$ cat src/rtl/uart_digit_receiver.sv
// UART receiver (8N1, or 8E1 when RX_PARITY_EN is defined) that parses "[-]d{1,4}<CR|LF>" frames
// into right-aligned BCD digits, a digit count and a sign flag for the seven-segment driver.
module uart_digit_receiver #(
   parameter int CLK_FREQ = 50_000_000,
   parameter int BAUD     = 9600
) (
   input  logic       clk,
   input  logic       reset,
   input  logic       rxd,
   output logic [3:0] num1,
   output logic [3:0] num2,
   output logic [3:0] num3,
   output logic [3:0] num4,
   output logic [3:0] n,
   output logic       sign,
   output logic       frameValid,
   output logic       frameError
);

   localparam int DIV  = CLK_FREQ / BAUD;
   localparam int HALF = DIV / 2;
   localparam int CW   = (DIV > 2) ? $clog2(DIV) : 1;
   localparam logic [CW-1:0] BIT_LAST  = CW'(DIV - 1);
   localparam logic [CW-1:0] HALF_LAST = CW'(HALF - 1);

   // ------------------------------------------------------------------
   // Input synchronizer and falling-edge detect
   // ------------------------------------------------------------------
   logic rx_meta;
   logic rx_s;
   logic rx_prev;
   logic rx_fall;

   always_ff @(posedge clk) begin
      if (reset) begin
         rx_meta <= 1'b1;
         rx_s    <= 1'b1;
         rx_prev <= 1'b1;
      end else begin
         rx_meta <= rxd;
         rx_s    <= rx_meta;
         rx_prev <= rx_s;
      end
   end

   assign rx_fall = rx_prev & ~rx_s;

   // ------------------------------------------------------------------
   // Bit engine
   // ------------------------------------------------------------------
   typedef enum logic [2:0] {
      RX_IDLE,
      RX_START,
      RX_DATA,
`ifdef RX_PARITY_EN
      RX_PARITY,
`endif
      RX_STOP
   } rx_state_t;

   rx_state_t       rx_state;
   rx_state_t       rx_state_nxt;
   logic [CW-1:0]   cnt;
   logic [CW-1:0]   cnt_nxt;
   logic [2:0]      bit_idx;
   logic [2:0]      bit_idx_nxt;
   logic [7:0]      shreg;
   logic [7:0]      shreg_nxt;
   logic            par_bad;
   logic            par_bad_nxt;
   logic            byte_vld;
   logic            byte_err;
   logic [7:0]      byte_dat;

   always_ff @(posedge clk) begin
      if (reset) begin
         rx_state <= RX_IDLE;
         cnt      <= '0;
         bit_idx  <= '0;
         shreg    <= '0;
         par_bad  <= 1'b0;
      end else begin
         rx_state <= rx_state_nxt;
         cnt      <= cnt_nxt;
         bit_idx  <= bit_idx_nxt;
         shreg    <= shreg_nxt;
         par_bad  <= par_bad_nxt;
      end
   end

   always_comb begin
      rx_state_nxt = rx_state;
      cnt_nxt      = cnt + 1'b1;
      bit_idx_nxt  = bit_idx;
      shreg_nxt    = shreg;
      par_bad_nxt  = par_bad;
      byte_vld     = 1'b0;
      byte_err     = 1'b0;

      case (rx_state)
         RX_IDLE: begin
            cnt_nxt = '0;
            if (rx_fall) begin
               rx_state_nxt = RX_START;
               par_bad_nxt  = 1'b0;
            end
         end
         RX_START: begin
            // Mid-start-bit check rejects short low glitches silently.
            if (cnt == HALF_LAST) begin
               cnt_nxt = '0;
               if (rx_s) begin
                  rx_state_nxt = RX_IDLE;
               end else begin
                  rx_state_nxt = RX_DATA;
                  bit_idx_nxt  = '0;
               end
            end
         end
         RX_DATA: begin
            if (cnt == BIT_LAST) begin
               cnt_nxt     = '0;
               shreg_nxt   = {rx_s, shreg[7:1]};
               bit_idx_nxt = bit_idx + 3'd1;
               if (bit_idx == 3'd7) begin
`ifdef RX_PARITY_EN
                  rx_state_nxt = RX_PARITY;
`else
                  rx_state_nxt = RX_STOP;
`endif
               end
            end
         end
`ifdef RX_PARITY_EN
         RX_PARITY: begin
            if (cnt == BIT_LAST) begin
               cnt_nxt      = '0;
               par_bad_nxt  = ^{shreg, rx_s};
               rx_state_nxt = RX_STOP;
            end
         end
`endif
         RX_STOP: begin
            if (cnt == BIT_LAST) begin
               cnt_nxt      = '0;
               rx_state_nxt = RX_IDLE;
               if (rx_s && !par_bad) begin
                  byte_vld = 1'b1;
               end else begin
                  byte_err = 1'b1;
               end
            end
         end
         default: begin
            rx_state_nxt = RX_IDLE;
         end
      endcase
   end

   assign byte_dat = shreg;

   // ------------------------------------------------------------------
   // Frame parser
   // ------------------------------------------------------------------
   typedef enum logic [1:0] {
      P_EMPTY,
      P_DIGITS,
      P_SKIP
   } p_state_t;

   p_state_t    p_state;
   p_state_t    p_state_nxt;
   logic [2:0]  dcnt;
   logic [2:0]  dcnt_nxt;
   logic [15:0] dbuf;
   logic [15:0] dbuf_nxt;
   logic        psign;
   logic        psign_nxt;
   logic [15:0] disp;
   logic [15:0] disp_nxt;
   logic [3:0]  n_nxt;
   logic        sign_nxt;
   logic        valid_nxt;
   logic        err_nxt;

   logic        is_digit;
   logic        is_term;
   logic        is_minus;
   logic        is_clear;
   logic [3:0]  digit;

   assign is_digit = (byte_dat >= 8'h30) && (byte_dat <= 8'h39);
   assign is_term  = (byte_dat == 8'h0D) || (byte_dat == 8'h0A);
   assign is_minus = (byte_dat == 8'h2D);
   assign is_clear = (byte_dat == 8'h43);
   assign digit    = byte_dat[3:0];

   always_ff @(posedge clk) begin
      if (reset) begin
         p_state    <= P_EMPTY;
         dcnt       <= '0;
         dbuf       <= '0;
         psign      <= 1'b0;
         disp       <= '0;
         n          <= '0;
         sign       <= 1'b0;
         frameValid <= 1'b0;
         frameError <= 1'b0;
      end else begin
         p_state    <= p_state_nxt;
         dcnt       <= dcnt_nxt;
         dbuf       <= dbuf_nxt;
         psign      <= psign_nxt;
         disp       <= disp_nxt;
         n          <= n_nxt;
         sign       <= sign_nxt;
         frameValid <= valid_nxt;
         frameError <= err_nxt;
      end
   end

   always_comb begin
      p_state_nxt = p_state;
      dcnt_nxt    = dcnt;
      dbuf_nxt    = dbuf;
      psign_nxt   = psign;
      disp_nxt    = disp;
      n_nxt       = n;
      sign_nxt    = sign;
      valid_nxt   = 1'b0;
      err_nxt     = 1'b0;

      if (byte_err) begin
         err_nxt     = 1'b1;
         p_state_nxt = P_SKIP;
      end else if (byte_vld) begin
         if (is_clear) begin
            p_state_nxt = P_EMPTY;
            dcnt_nxt    = '0;
            dbuf_nxt    = '0;
            psign_nxt   = 1'b0;
            disp_nxt    = '0;
            n_nxt       = '0;
            sign_nxt    = 1'b0;
         end else begin
            case (p_state)
               P_EMPTY: begin
                  if (is_minus) begin
                     psign_nxt   = 1'b1;
                     dcnt_nxt    = '0;
                     dbuf_nxt    = '0;
                     p_state_nxt = P_DIGITS;
                  end else if (is_digit) begin
                     psign_nxt   = 1'b0;
                     dcnt_nxt    = 3'd1;
                     dbuf_nxt    = {12'h000, digit};
                     p_state_nxt = P_DIGITS;
                  end else if (!is_term) begin
                     err_nxt     = 1'b1;
                     p_state_nxt = P_SKIP;
                  end
               end
               P_DIGITS: begin
                  // Shifting in at the low nibble keeps the number right-aligned.
                  if (is_digit) begin
                     if (dcnt != 3'd4) begin
                        dbuf_nxt = {dbuf[11:0], digit};
                        dcnt_nxt = dcnt + 3'd1;
                     end else begin
                        err_nxt     = 1'b1;
                        p_state_nxt = P_SKIP;
                     end
                  end else if (is_term) begin
                     if (dcnt != 3'd0) begin
                        disp_nxt  = dbuf;
                        n_nxt     = {1'b0, dcnt};
                        sign_nxt  = psign;
                        valid_nxt = 1'b1;
                     end
                     p_state_nxt = P_EMPTY;
                  end else begin
                     err_nxt     = 1'b1;
                     p_state_nxt = P_SKIP;
                  end
               end
               P_SKIP: begin
                  if (is_term) begin
                     p_state_nxt = P_EMPTY;
                  end
               end
               default: begin
                  p_state_nxt = P_EMPTY;
               end
            endcase
         end
      end
   end

   assign num1 = disp[15:12];
   assign num2 = disp[11:8];
   assign num3 = disp[7:4];
   assign num4 = disp[3:0];

endmodule

$ cat config.mk
export PLATFORM = sky130hd
export DESIGN_NAME = uart_digit_receiver
export DESIGN_NICKNAME = d
export VERILOG_FILES = /design/src/rtl/uart_digit_receiver.sv
export SDC_FILE = /design/constraint.sdc
export NUM_CORES = 1
export LEC_CHECK = 0
export ABC_AREA = 0
export CAP_MARGIN = 0
export CORE_ASPECT_RATIO = 1.5
export CORE_MARGIN = 2
export CORE_UTILIZATION = 35
export CTS_CLUSTER_SIZE = 28
export DETAILED_ROUTE_END_ITERATION = 8
export PLACE_DENSITY = 0.51
export SYNTH_ARGS = -nofsm -noshare
export SYNTH_HDL_FRONTEND = slang
export SYNTH_SLANG_ARGS = --single-unit
$ cat constraint.sdc
create_clock -name clk -period 3.85 [get_ports clk]
set_clock_uncertainty 0.05 [all_clocks]
set_input_delay 0.5775 -clock clk [delete_from_list [all_inputs] [get_ports clk]]
set_output_delay 0.5775 -clock clk [all_outputs]
set_load 0.01 [all_outputs]
# Yosys cells after proc, flatten, opt, wreduce, memory -nomap -nowiden

Index checks and enable logic that the tools add are counted.

Add/sub/neg operators: 3
Magnitude comparators: 2
Equality and inequality tests: 29
Multiplexer cells: 72
Bitwise gates (word level): 6
Reduce and logical (&&, ||, !) cells: 24

Operators with widths:

| cell                                                               | number |
|---|---|
| 16-bit two-way mux                                                 | 10 |
| 3-bit two-way mux                                                  | 13 |
| 13-bit one-hot mux with 3 select lines                             | 1 |
| 16-bit one-hot mux with 2 select lines                             | 1 |
| 13-bit two-way mux                                                 | 2 |
| 1-bit two-way mux                                                  | 24 |
| 2-bit two-way mux                                                  | 11 |
| 4-bit two-way mux                                                  | 5 |
| 8-bit by 4-bit == test with 1-bit output (second input constant)   | 2 |
| 4-bit AND reduction                                                | 4 |
| 13-bit by 1-bit adder with 13-bit output (second input constant)   | 1 |
| 13-bit by 12-bit == test with 1-bit output (second input constant) | 1 |
| 13-bit == test (second input constant)                             | 1 |
| 2-bit != test (second input constant)                              | 6 |
| 3-bit != test (second input constant)                              | 4 |
| 4-bit != test (second input constant)                              | 3 |
| 3-bit one-hot mux with 2 select lines                              | 2 |
| 3-bit one-hot mux with 4 select lines                              | 1 |
| 6-bit AND reduction                                                | 2 |
| 2-bit nonzero test                                                 | 6 |
| 5-bit != test (second input constant)                              | 2 |
| 3-bit nonzero test                                                 | 3 |
| 8-bit by 6-bit == test with 1-bit output (second input constant)   | 1 |
| 8-bit by 7-bit == test with 1-bit output (second input constant)   | 1 |
| other kinds (22)                                                   | 29 |

Flip-flop bits (word level): 75
Output and inout port bits: 23
Logic and storage cells: 153

# Logic depth before layout (Yosys ltp)

Depth in word-level cells: 9
Mapped depth: 7

# Worst setup path before layout

Ideal clock, no wire load.

Kind: reg-to-reg
Start point: register cnt[0]
End point: register dbuf[0]
Setup time: 121 ps
Arrival time: 1,856 ps
Required time: 3,679 ps
Slack: 1,823 ps
Cell stages (with the launch flop): 7
Path buffers: 0
Cells stage by stage: dfxtp_1 -> ha_1 -> and4b_1 -> nand3_1 -> or3_1 -> a21oi_1 -> mux2_2

Word-level cells in the longest chain between the ends: 5
Elaborated cells between the ends (all ways): 7
Those cells by class: eq/ne: 1; mux: 4; bitwise: 1; reduce/logical: 1

Ends and longest elaborated chain:

| element                         | RTL line | source |
|---|---|---|
| start: declaration              | 63       | `logic [CW-1:0] cnt;` |
| start signal: assignment        | 84       | `cnt <= cnt_nxt;` |
| 13-bit == test *                | 144      | `if (cnt == BIT_LAST) begin` |
| 1-bit two-way mux               | 144      |  |
| 1-bit two-way mux               | 100      | `case (rx_state)` |
| 1-bit NOT (no line)             | n/a      |  |
| 6-bit AND reduction (no line) * | n/a      |  |
| end signal: assignment          | 212      | `dbuf <= dbuf_nxt;` |
| end: declaration                | 175      | `logic [15:0] dbuf;` |

Mark *: on every way between the ends. The rest lies on a longest branch, timed or not.
A chain may end at the register's enable or synchronous reset.

# Worst setup path in the final report

Start point: register shreg[5], in the netlist byte_dat[5]
End point: register dbuf[3]

Word-level cells in the longest chain between the ends: 4
Elaborated cells between the ends (all ways): 13
Those cells by class: order compare: 2; eq/ne: 5; mux: 3; reduce/logical: 3

Ends and longest elaborated chain:

| element                                                                              | RTL line | source |
|---|---|---|
| start: declaration                                                                   | 67       | `logic [7:0] shreg;` |
| start signal: assignment                                                             | 86       | `shreg <= shreg_nxt;` |
| 8-bit by 6-bit greater-or-equal comparator with 1-bit output (tied with other cells) | 192      | `assign is_digit = (byte_dat >= 8'h30) && (byte_dat <= 8'h39);` |
| 1-bit logical AND or 16-bit two-way mux (tied branches)                              | 192, 248 |  |
| 4-bit != test (no line) (tied with other cells)                                      | n/a      |  |
| 6-bit AND reduction (no line) or 16-bit two-way mux (tied branches)                  | n/a      |  |

Several ways; a longest one is shown, not always the timed one.

==> metrics.md <==
| Metric | Value |
|---|---|
| Status | finished clean |
| WP data required | 4.02 ns |
| Port Buffer Count | 24 |
| Pre-CTS WS | 1.43 ns |
| Post-synthesis sequential area ratio | 40.5% |
| Vias per inst | 5.29 |
| Hold Crit Class | reg2reg |
| Post-layout nets | 415 |
| Largest net degree at the start of global routing | 59 |
| CP Max Fanout | 16 |
| Worst setup EP type | flop |
| Fill cells | 992 |
| Initial Utilization | 35.8% |
| Max-slew headroom | 36.7% |
| YS warnings | 0 |
| DRC violations left | 0 |
| Yosys top cell area share | 40.5% |
| Largest cells by area after synthesis | dfxtp_1 40%, mux2i_1 6.7%, nand2b_1 5.7% |
| Area of the core | 10,100 um2 |
| Pwr Total | 1.70 mW |
| Via Count | 2,796 |
| Clk Latency, worst-skew pair | 0.34 ns |
| Slew @ Worst Pin | 0.946 ns |
| CP arrival | 2.59 ns |
| Ant diodes | 0 |
| Period Utilization, post-route | 62.7% |
| Initial antenna violation count | 0 |
| Final core occ | 41.8% |
| FF+latch count, synth | 73 |
| Crit Path Class | reg2reg |
| GP Congestion | 0.789 |
| Layout cell share with drive strength beyond 1 | 10.9% |
| Hold buffer count at CTS | 0 |
| Worst-path clk slew | 0.06 ns |
| Die width | 86.9 um |
| Synth area leader | dfxtp_1 |
| CP bufs+invs | 0 |
| Die area | 11,200 um2 |
| Post-cts resize count | 0 |
| P&R area growth vs syn | 16.7% |
| Fmax | 414 MHz |
| Drt total wl | 8.10 mm |
| Critical-path cell list | nor3b_2 > and3_2 > a21oi_2 > a21oi_4 > mux2_1 |
| Initial drt markers | 112 |
| Wire per inst | 15.3 um |
| Synth Cell Area | 3610 um2 |
| FP Rows | 45 |
| Final HPWL DP | 5.59 mm |
| Total GRT Usage | 15.4% |
| Min Hold Slack | 0.352 ns |
| Clk sinks | 73 |
| Vias in the first global route | 2,723 |
| CTS Buf Count | 9 |
| CP Launch Type | flop |
| Critical path's top delay family | simple AND/OR/NAND/NOR gates |
| Final Worst Setup Slack | 1.44 ns |
| Cells after synthesis | 392 |
| RSZ-0062 raised after global routing | no |
| Pins Over Slew Limit | 0 |
| Length of routed met2 wiring | 4.22 mm |
| CP max stage delay | 0.59 ns |
| Grt ovf | 0 |
| Max cap viols | 0 |
| Postcts setup bufs | 0 |
| EDFF count, synth | 0 |
| Ports | 26 |
| Clock root buffer | clkbuf_16 |
| Fin crit period | 2.41 ns |
| H-tree lvl count | 3 |
| Fin. Hold Viols | 0 |
| Synth cell types | 65 |
| Syn nets | 400 |
| Metal1 wirelength | 3.52 mm |
| Leakage power | 1.33 nW |
| Final setup TNS | 0 ns |
| TritonCTS clock tree | built |
| Final setup vio count | 0 |
| Avg Inst Size Synth | 9.21 um2 |
| Clk buf depth | 2 |
| Final ANT Viol Nets | 0 |
| Die Y | 128 um |
| Slowest CP cell | a21oi_4 |
| Ys async rst share | 0% |
| VDD IR-drop max | 0.212 mV |
| First-pass GRT wire length | 13.4 mm |
| Top FF cell, synth | dfxtp_1 |
| Pre-antenna DRT Iters | 4 |
| Met3 wire length | 131 um |
| PwrDens | 404 nW/um2 |
| Dpl cell area | 3890 um2 |
| Uppermost layer routed | met4 |
| Final cell count without fillers | 529 |
| Placed cells | 513 |
| Final Cell Area | 4210 um2 |
-- worst register-to-register path, stage by stage, from the launching register on --
cell,delay [ns]
dfxtp_1,0.46
nor3b_2,0.40
and3_2,0.31
a21oi_2,0.11
a21oi_4,0.59
mux2_1,0.39
-- metal layers --
layer / track usage, % / up-vias
met3: 2.37 / 12
met4: 9.10 / 0
met1: 17.9 / 1338
met5: 0 / -
met2: 26.4 / 28
li1: - / 1418
-- cell usage after synthesis (5+ instances only) --
library cell  number
dfxtp_1           73
nor2_1            37
nand2b_1          33
mux2i_1           24
nand2_1           23
nor2b_1           20
nand4_1           18
o21ai_1           15
clkbuf_1          14
a21oi_1           10
inv_1              9
nand3_1            8
o21ai_0            7
xnor2_1            6
xor2_1             6
ha_1               5
o41ai_2            5
-- path summary, 6_finish.rpt --
check	startpoint	to	slack, ns	depth (start not counted)
min	rx_meta	rx_s	0.35	1
min reg2reg	rx_meta	rx_s	0.35	1
max	byte_dat[5]	dbuf[3]	1.44	5
max reg2reg	byte_dat[5]	dbuf[3]	1.44	5
-- placed cells by master (no fill, tap or decap), types with 3 or more instances in the layout --
master / n
dfxtp_1: 73
nor2_1: 37
nand2b_1: 33
mux2i_1: 24
nand2_1: 23
clkdlybuf4s50_1: 23
nor2b_1: 20
nand4_1: 18
o21ai_1: 15
a21oi_1: 10
inv_1: 9
clkbuf_16: 9
nand3_1: 8
o21ai_0: 7
xnor2_1: 6
xor2_1: 6
o41ai_2: 5
ha_1: 5
or3_1: 4
nor3_1: 4
nand3b_1: 4
and3_1: 3
mux2_1: 3
or2_2: 3
clkinvlp_4: 3
buf_4: 3
-- registers in the layout, indices dropped and copies added (netlist names), 3 cells and up --
signal and cells:
disp 16, cnt 13, byte_dat 8, dbuf 16, n 3, dcnt 3
bit_idx 3
-- power by group --
| group | switching, mW | total (mW) | leakage (nW) | internal (mW) |
|---|---|---|---|---|
| Clock | 0.333 | 0.903 | 0.145 | 0.570 |
| Combinational | 0.0198 | 0.0336 | 0.601 | 0.0138 |
| Sequential | 0.00410 | 0.763 | 0.589 | 0.759 |
-- area by class of cell --
type / count / area (um2) / share of cell area (%)
Multi-Input combinational cell: 287 / 1990 / 47.3
Timing Repair Buffer: 27 / 258 / 6.12
Sequential cell: 73 / 1460 / 34.7
Clock buffer: 10 / 229 / 5.44
Inverter: 9 / 33.8 / 0.802
Tap cell: 117 / 146 / 3.47
Clock inverter: 6 / 91.3 / 2.17
-- logic make-up after synthesis --
group / synth area share (%)
DFF: 40.5
and+or+nand+nor: 30.5
AOI/OAI and AO/OA: 12.1
buffers and inverters: 4.30
xor gates and xnor gates: 2.91
muxes: 7.90
adders and majority gates: 1.73
other: 0.104
No activity file was read; power rests on OpenSTA's default activity.
